File: config.mk
export PLATFORM = sky130hd
export DESIGN_NAME = branch_tag_ctrl
export DESIGN_NICKNAME = d
export VERILOG_FILES = /design/src/rtl/branch_tag_ctrl.sv
export SDC_FILE = /design/constraint.sdc
export NUM_CORES = 1
export LEC_CHECK = 0
export ABC_CLOCK_PERIOD_IN_PS = 3000
export CAP_MARGIN = 30
export CORE_MARGIN = 2
export CORE_UTILIZATION = 45
export CTS_CLUSTER_DIAMETER = 120
export DETAILED_ROUTE_END_ITERATION = 10
export GPL_TIMING_DRIVEN = 0
export PLACE_DENSITY = 0.76
export SLEW_MARGIN = 20
export SYNTH_ARGS = -nofsm -noshare
export SYNTH_HDL_FRONTEND = slang
export SYNTH_SLANG_ARGS = --single-unit
File: constraint.sdc
create_clock -name clk -period 3 [get_ports clk]
set_input_delay 0.45 -clock clk [delete_from_list [all_inputs] [get_ports clk]]
set_output_delay 0.45 -clock clk [all_outputs]
set_load 0.01 [all_outputs]
File: src/rtl/branch_tag_ctrl.sv
// Speculative branch-tag allocator: circular pool of BR_NUM tags, in-order free, full flush on mispredict.
// Optional: define BTAG_FREE_BYPASS_EN to let a full pool grant in the same cycle as a valid free.
module branch_tag_ctrl #(
    parameter int unsigned BR_NUM = 4,
    parameter int unsigned PTR_W  = $clog2(BR_NUM),
    parameter int unsigned CNT_W  = $clog2(BR_NUM + 1)
) (
    input  logic              clk,
    input  logic              rst,
    input  logic              allocReq,
    input  logic              stall,
    output logic              allocGnt,
    output logic [PTR_W-1:0]  allocIdx,
    output logic [BR_NUM-1:0] depMask,
    input  logic              freeEn,
    input  logic [PTR_W-1:0]  freeIdx,
    input  logic              misTaken,
    output logic [BR_NUM-1:0] liveMask,
    output logic [CNT_W-1:0]  count,
    output logic              full,
    output logic              orderErr
);

    logic [PTR_W-1:0]  head_q, head_d;
    logic [PTR_W-1:0]  tail_q, tail_d;
    logic [CNT_W-1:0]  count_q, count_d;
    logic [BR_NUM-1:0] live_q, live_d;
    logic              order_err_q, order_err_d;
    logic              free_ok;

    function automatic logic [PTR_W-1:0] ptr_inc(input logic [PTR_W-1:0] p);
        return (p == PTR_W'(BR_NUM - 1)) ? '0 : p + PTR_W'(1);
    endfunction

    assign full     = (count_q == CNT_W'(BR_NUM));
    assign free_ok  = freeEn && (count_q != '0) && (freeIdx == head_q);
    assign allocIdx = tail_q;
    assign depMask  = live_q;
    assign liveMask = live_q;
    assign count    = count_q;
    assign orderErr = order_err_q;

`ifdef BTAG_FREE_BYPASS_EN
    // When full, head == tail, so the slot being freed is the one handed out.
    assign allocGnt = allocReq && !stall && !misTaken && (!full || free_ok);
`else
    assign allocGnt = allocReq && !stall && !misTaken && !full;
`endif

    always_comb begin
        head_d      = head_q;
        tail_d      = tail_q;
        count_d     = count_q;
        live_d      = live_q;
        order_err_d = order_err_q;
        if (misTaken) begin
            head_d  = '0;
            tail_d  = '0;
            count_d = '0;
            live_d  = '0;
        end else begin
            if (free_ok) begin
                live_d[head_q] = 1'b0;
                head_d         = ptr_inc(head_q);
            end else if (freeEn) begin
                order_err_d = 1'b1;
            end
            // Set after clear so a same-slot free+alloc leaves the slot live.
            if (allocGnt) begin
                live_d[tail_q] = 1'b1;
                tail_d         = ptr_inc(tail_q);
            end
            if (allocGnt && !free_ok) begin
                count_d = count_q + CNT_W'(1);
            end else if (free_ok && !allocGnt) begin
                count_d = count_q - CNT_W'(1);
            end
        end
    end

    always_ff @(posedge clk or posedge rst) begin
        if (rst) begin
            head_q      <= '0;
            tail_q      <= '0;
            count_q     <= '0;
            live_q      <= '0;
            order_err_q <= 1'b0;
        end else begin
            head_q      <= head_d;
            tail_q      <= tail_d;
            count_q     <= count_d;
            live_q      <= live_d;
            order_err_q <= order_err_d;
        end
    end

endmodule
Word-level counts from Yosys, hierarchy flattened

Index checks and enable logic that the tools add are counted.

Logic and storage cells: 58
Output and inout bits: 16
Input port bits: 8
Flip-flop bits (word level): 12

Reductions and logical operators: 19
Multiplexer cells: 17
Bitwise logic cells: 5
Add/subtract/negate cells: 4
Equal/unequal tests: 4
Order comparisons: 4

Operators with widths:

| cell                                                                                 | count |
|---|---|
| 4-bit two-way mux                                                                    | 4 |
| 2-bit two-way mux                                                                    | 6 |
| 1-bit logical AND                                                                    | 9 |
| 3-bit two-way mux                                                                    | 3 |
| 2-bit by 3-bit < comparator with 1-bit output (second input constant)                | 2 |
| 3-bit nonzero test                                                                   | 2 |
| 1-bit logical NOT                                                                    | 5 |
| 2-bit by 1-bit adder with 2-bit output (second input constant)                       | 2 |
| 4-bit AND                                                                            | 1 |
| 1-bit demux with 2-bit select                                                        | 2 |
| 2-bit equality test (second input constant)                                          | 2 |
| 2-bit by 1-bit greater-or-equal comparator with 1-bit output (second input constant) | 2 |
| 4-bit inverter                                                                       | 1 |
| 4-bit bitwise OR                                                                     | 1 |
| 2-bit nonzero test                                                                   | 2 |
| 3-bit by 1-bit adder with 3-bit output (second input constant)                       | 1 |
| 3-bit equality test (second input constant)                                          | 1 |
| 3-bit AND reduction                                                                  | 1 |
| 3-bit by 1-bit subtractor with 3-bit output (second input constant)                  | 1 |
| 2-bit equality test                                                                  | 1 |
| 1-bit two-way mux                                                                    | 2 |
| 1-bit inverter                                                                       | 2 |

Logic depth before layout (Yosys ltp)

Depth in word-level cells: 11
Mapped depth: 8
Gate-level depth less buffers: 7

Least setup slack after synthesis

No wires, ideal clock.

Path kind: register to register
Start point: register count_q[0], in the netlist count[0]
End point: register count_q[2], in the netlist count[2]
Stages on the path, launching flop included: 9
Arrival time: 2.257 ns
Path buffers: 1
Setup slack: 0.618 ns
Cells stage by stage: dfrtp_1 -> nor3b_2 -> nor4_4 -> buf_2 -> and2_2 -> fa_1 -> a41oi_1 -> o2bb2ai_2 -> mux2_4

RTL lines:

| what                                                    | line   | source |
|---|---|---|
| from (decl)                                             | 26     | `logic [CNT_W-1:0] count_q, count_d;` |
| from (signal assigned)                                  | 91     | `count_q <= count_d;` |
| 3-bit equality test *                                   | 35     | `assign full = (count_q == CNT_W'(BR_NUM));` |
| net full                                                | 20     | `output logic full,` |
| 1-bit logical NOT *                                     | 47     | `assign allocGnt = allocReq && !stall && !misTaken && !full;` |
| 1-bit logical AND *                                     | 47     |  |
| net allocGnt                                            | 12     | `output logic allocGnt,` |
| 1-bit logical AND or 1-bit logical NOT (tied branches)  | 73, 75 |  |
| 3-bit two-way mux or 1-bit logical AND (tied branches)  | 73, 75 |  |
| 3-bit two-way mux or 3-bit nonzero test (tied branches) | -      |  |

The timed path passes the listed nets; every way through them passes the cells marked *. The select of a mux whose other input is x is not followed.
A chain may end at the register's enable or synchronous reset.

Final worst setup path

Start point: input misTaken
End point: output allocGnt

Word-level cells in the longest chain between the ends: 3

Ends and longest elaborated chain:

| what                           | line | source |
|---|---|---|
| from (decl)                    | 17   | `input logic misTaken,` |
| 1-bit logical NOT              | 47   |  |
| 1-bit logical AND (2 in a row) | 47   |  |
| to (decl)                      | 12   |  |

No other way between the ends.

==> metrics.md <==
| Metric | Value |
|---|---|
| FP Rows | `15` |
| Placer Congestion | `0.7631` |
| Critical Path AT | `2.19 ns` |
| Cell leakage power | `a little over 0.5 nW` |
| DRT Pass-1 Iters | `4` |
| Routed WL | `1566 µm` |
| Hold Path Class | `primary input to asynchronous set/reset pin` |
| Crit end category | `output port` |
| Initial antenna violation count | `0` |
| Top FF cell, synth | `dfrtp_1` |
| I/O Buffers | `23` |
| Post-route DRC | `0` |
| Post-CTS sizing | `0` |
| Remaining Overflow, GRT | `0` |
| Nets | `129` |
| Worst slew margin | `0.6905` |
| Crit-path cells | `clkdlybuf4s50_1 -> nor4_4 -> buf_2 -> clkdlybuf4s50_1` |
| Ys Warns | `0` |
| Final critical-path share of the clock period | `0.8787` |
| Pwr Total | `0.4108 mW` |
| Maximum fanout along the worst path | `10` |
| Chip width | `47.20 µm` |
| Critical path's slowest cell | `clkdlybuf4s50_1` |
| Maximum number of pins on one net before global-route repair | `13` |
| Area contributors post-synth | `dfrtp_1 (36%), ha_1 (12%), inv_1 (5.8%), buf_4 (3.6%), nand2_1 (3.6%)` |
| Area grow syn2layout | `35.47%` |
| Peak VDD IR | `approximately 0.00026 V` |
| RSZ-0062 raised after global routing | `false` |
| Area share of the largest cell type after synthesis | `0.3577` |
| Fin crit period | `2.636 ns` |
| Crit Path Class | `primary input to output port` |
| Netlist cell types | `29` |
| Max-cap viol count | `0` |
| Post-CTS Hold Fix Bufs | `0` |
| CP peak stage delay | `0.56 ns` |
| HPWL Detailed | `between 1000 and 1500 µm` |
| Antenna Nets Post-Route | `0` |
| 1st-iter DRT viols | `8` |
| Max Slew Vio Count | `0` |
| CTS tree | `built` |
| Max Root-Sink Buffers | `2` |
| Slew @ Worst Pin | `0.4638 ns` |
| Fmax | `0.3794 GHz` |
| Startpoint Class | `primary input` |
| Worst skew pair latency | `0.28 ns` |
| DIE AREA | `2227 µm²` |
| Clock Pin Slew Worst Setup and Hold Paths | `0.08 ns` |
| Post-synth top area cell | `dfrtp_1` |
| Clock Sinks | `12` |
| Register bit total from synthesis | `12` |
| Mapped Nets | `101` |
| Vias in the first global route | `approximately 600` |
| CP most frequent cell | `clkdlybuf4s50_1` |
| Starting Density | `0.4810` |
| Core ar. | `roughly 1700 µm²` |
| Clock Tree Root | `clkbuf_4` |
| Async S/R FF share, synth | `1.000` |
| Routed vias | `about 670` |
| First-pass GRT wire length | `2470 µm` |
| Io pins | `24` |
| Setup_tns | `0 ns` |
| Sequential area share after synthesis | `0.3577` |
| Gr usage total | `0.1613` |
| Final Hold Fails | `0` |
| Final Core Density | `0.6516` |
| Syn Area/Cell | `9.995 µm²` |
| Post-CTS Setup Inserts | `0` |
| Share of layout cells above drive strength 1 | `0.1892` |
| Synthesized netlist cell count | `84` |
| Required @ worst endpoint | `2.55 ns` |
| Status | `complete, no violations` |
| Setup Viol. Count Final | `0` |
| Diodes inserted | `0` |
| Synthesized area | `839.6 µm²` |
| Total CTS buffers | `3` |
| Clock Skews | `about 0.0033 ns` |
| CTS H-Tree Depth | `1` |
| DR WL/cell | `about 12 µm` |
| Vias per std cell | `4.890` |
| Die Ht | `47.20 µm` |
| Pwr Density | `between 300 and 400 nW/µm²` |
| EDFF count, synth | `0` |
==> report_power, final <==
| group | switching, mW | internal, mW | total (mW) |
|---|---|---|---|
| logic | 0.0456 | 0.0531 | 0.0986 |
| registers | 0.00924 | 0.169 | 0.178 |
| clock network | 0.0600 | 0.0739 | 0.134 |
==> synthesized netlist by cell type (all sizes together) (2+ instances only) <==
cell type	number
or3	2
nor2	6
inv	13
o21ai	5
ha	8
buf	7
xnor2	2
mux2	3
a21oi	5
nand2	8
dfrtp	12
==> registers in the layout, summed over array words and instances (netlist names) <==
| signal | flops |
|---|---|
| count | 3 |
| allocIdx | 2 |
| orderErr | 1 |
| head_q | 2 |
| depMask | 4 |
==> worst max-delay path, delay by kind of cell <==
family	cells	cell delay (ns)
buf+inv	3	1.38
simple gates	1	0.35
==> placed cells by master, fill, tap and decap left out <==
master / netlist / routed
clkdlybuf4s50_1: 0 / 23
inv_1: 13 / 13
dfrtp_1: 12 / 12
nand2_1: 8 / 8
ha_1: 8 / 8
nor2_1: 6 / 6
o21ai_0: 5 / 5
a21oi_1: 5 / 5
buf_4: 4 / 4
clkbuf_4: 0 / 3
buf_6: 2 / 2
mux2_1: 2 / 2
nor3b_2: 1 / 1
nor4_4: 1 / 1
buf_2: 1 / 1
or3_4: 1 / 1
xnor2_2: 1 / 1
xnor2_1: 1 / 1
nand4_2: 1 / 1
a31o_2: 1 / 1
and2b_2: 1 / 1
a41oi_1: 1 / 1
o41ai_1: 1 / 1
o2bb2ai_2: 1 / 1
mux2_4: 1 / 1
and2_2: 1 / 1
o31ai_1: 1 / 1
mux2i_1: 1 / 1
or3_1: 1 / 1
xor2_1: 1 / 1
fa_1: 1 / 1
clkbuf_8: 0 / 1
==> cell families after synthesis <==
logic type / after synthesis / share of synthesized area
AOI/OAI and AO/OA: 15 / 0.1177
and+or+nand+nor: 21 / 0.1580
muxes: 4 / 0.05663
xor gates and xnor gates: 3 / 0.04025
DFF: 12 / 0.3577
adders and majority gates: 9 / 0.1431
buffers and inverters: 20 / 0.1267
==> cell type report <==
class	instances	area (µm²)
fill	146	608.1
multi-input combinational	52	432.9
sequential	12	300.3
timing repair buffer	23	230.2
buffer	7	57.56
inverter	13	48.80
clock buffer	4	36.28
tap	25	31.28
==> final timing paths <==
path	cells past startpoint	startpoint	slack (ns)	endpoint
setup reg to reg	8	count[0]	0.60	count[2]
hold / removal	2	rst	0.47	count[2]
min in group clk	1	orderErr	0.47	orderErr
max in group asynchronous	2	rst	2.21	allocIdx[0]
hold reg to reg	1	orderErr	0.47	orderErr
setup / recovery	4	misTaken	0.36	allocGnt
==> stage by stage <==
stage / instance area [µm²] / setup slack, ns / hold slack [ns] / instances
floorplan: 839.6 / 0.6183 / 0.3147 / 84
detailed placement: 1101 / 0.1628 / 0.4597 / 132
global route: 1137 / 0.2469 / 0.5187 / 136
global placement: 1101 / 0.2023 / 0.4511 / 132
CTS: 1137 / 0.3444 / 0.4771 / 136
finish: 1137 / 0.3640 / 0.4688 / 136
==> layer usage <==
layer,track usage,vias up,part of all wire
li1,-,324,-
met1,0.2019,319,0.46
met2,0.2685,19,0.49
met3,0.02308,3,0.031
met4,0.08333,0,0.015
met5,0,-,0
Note: power is estimated with default switching activity, not from simulation.
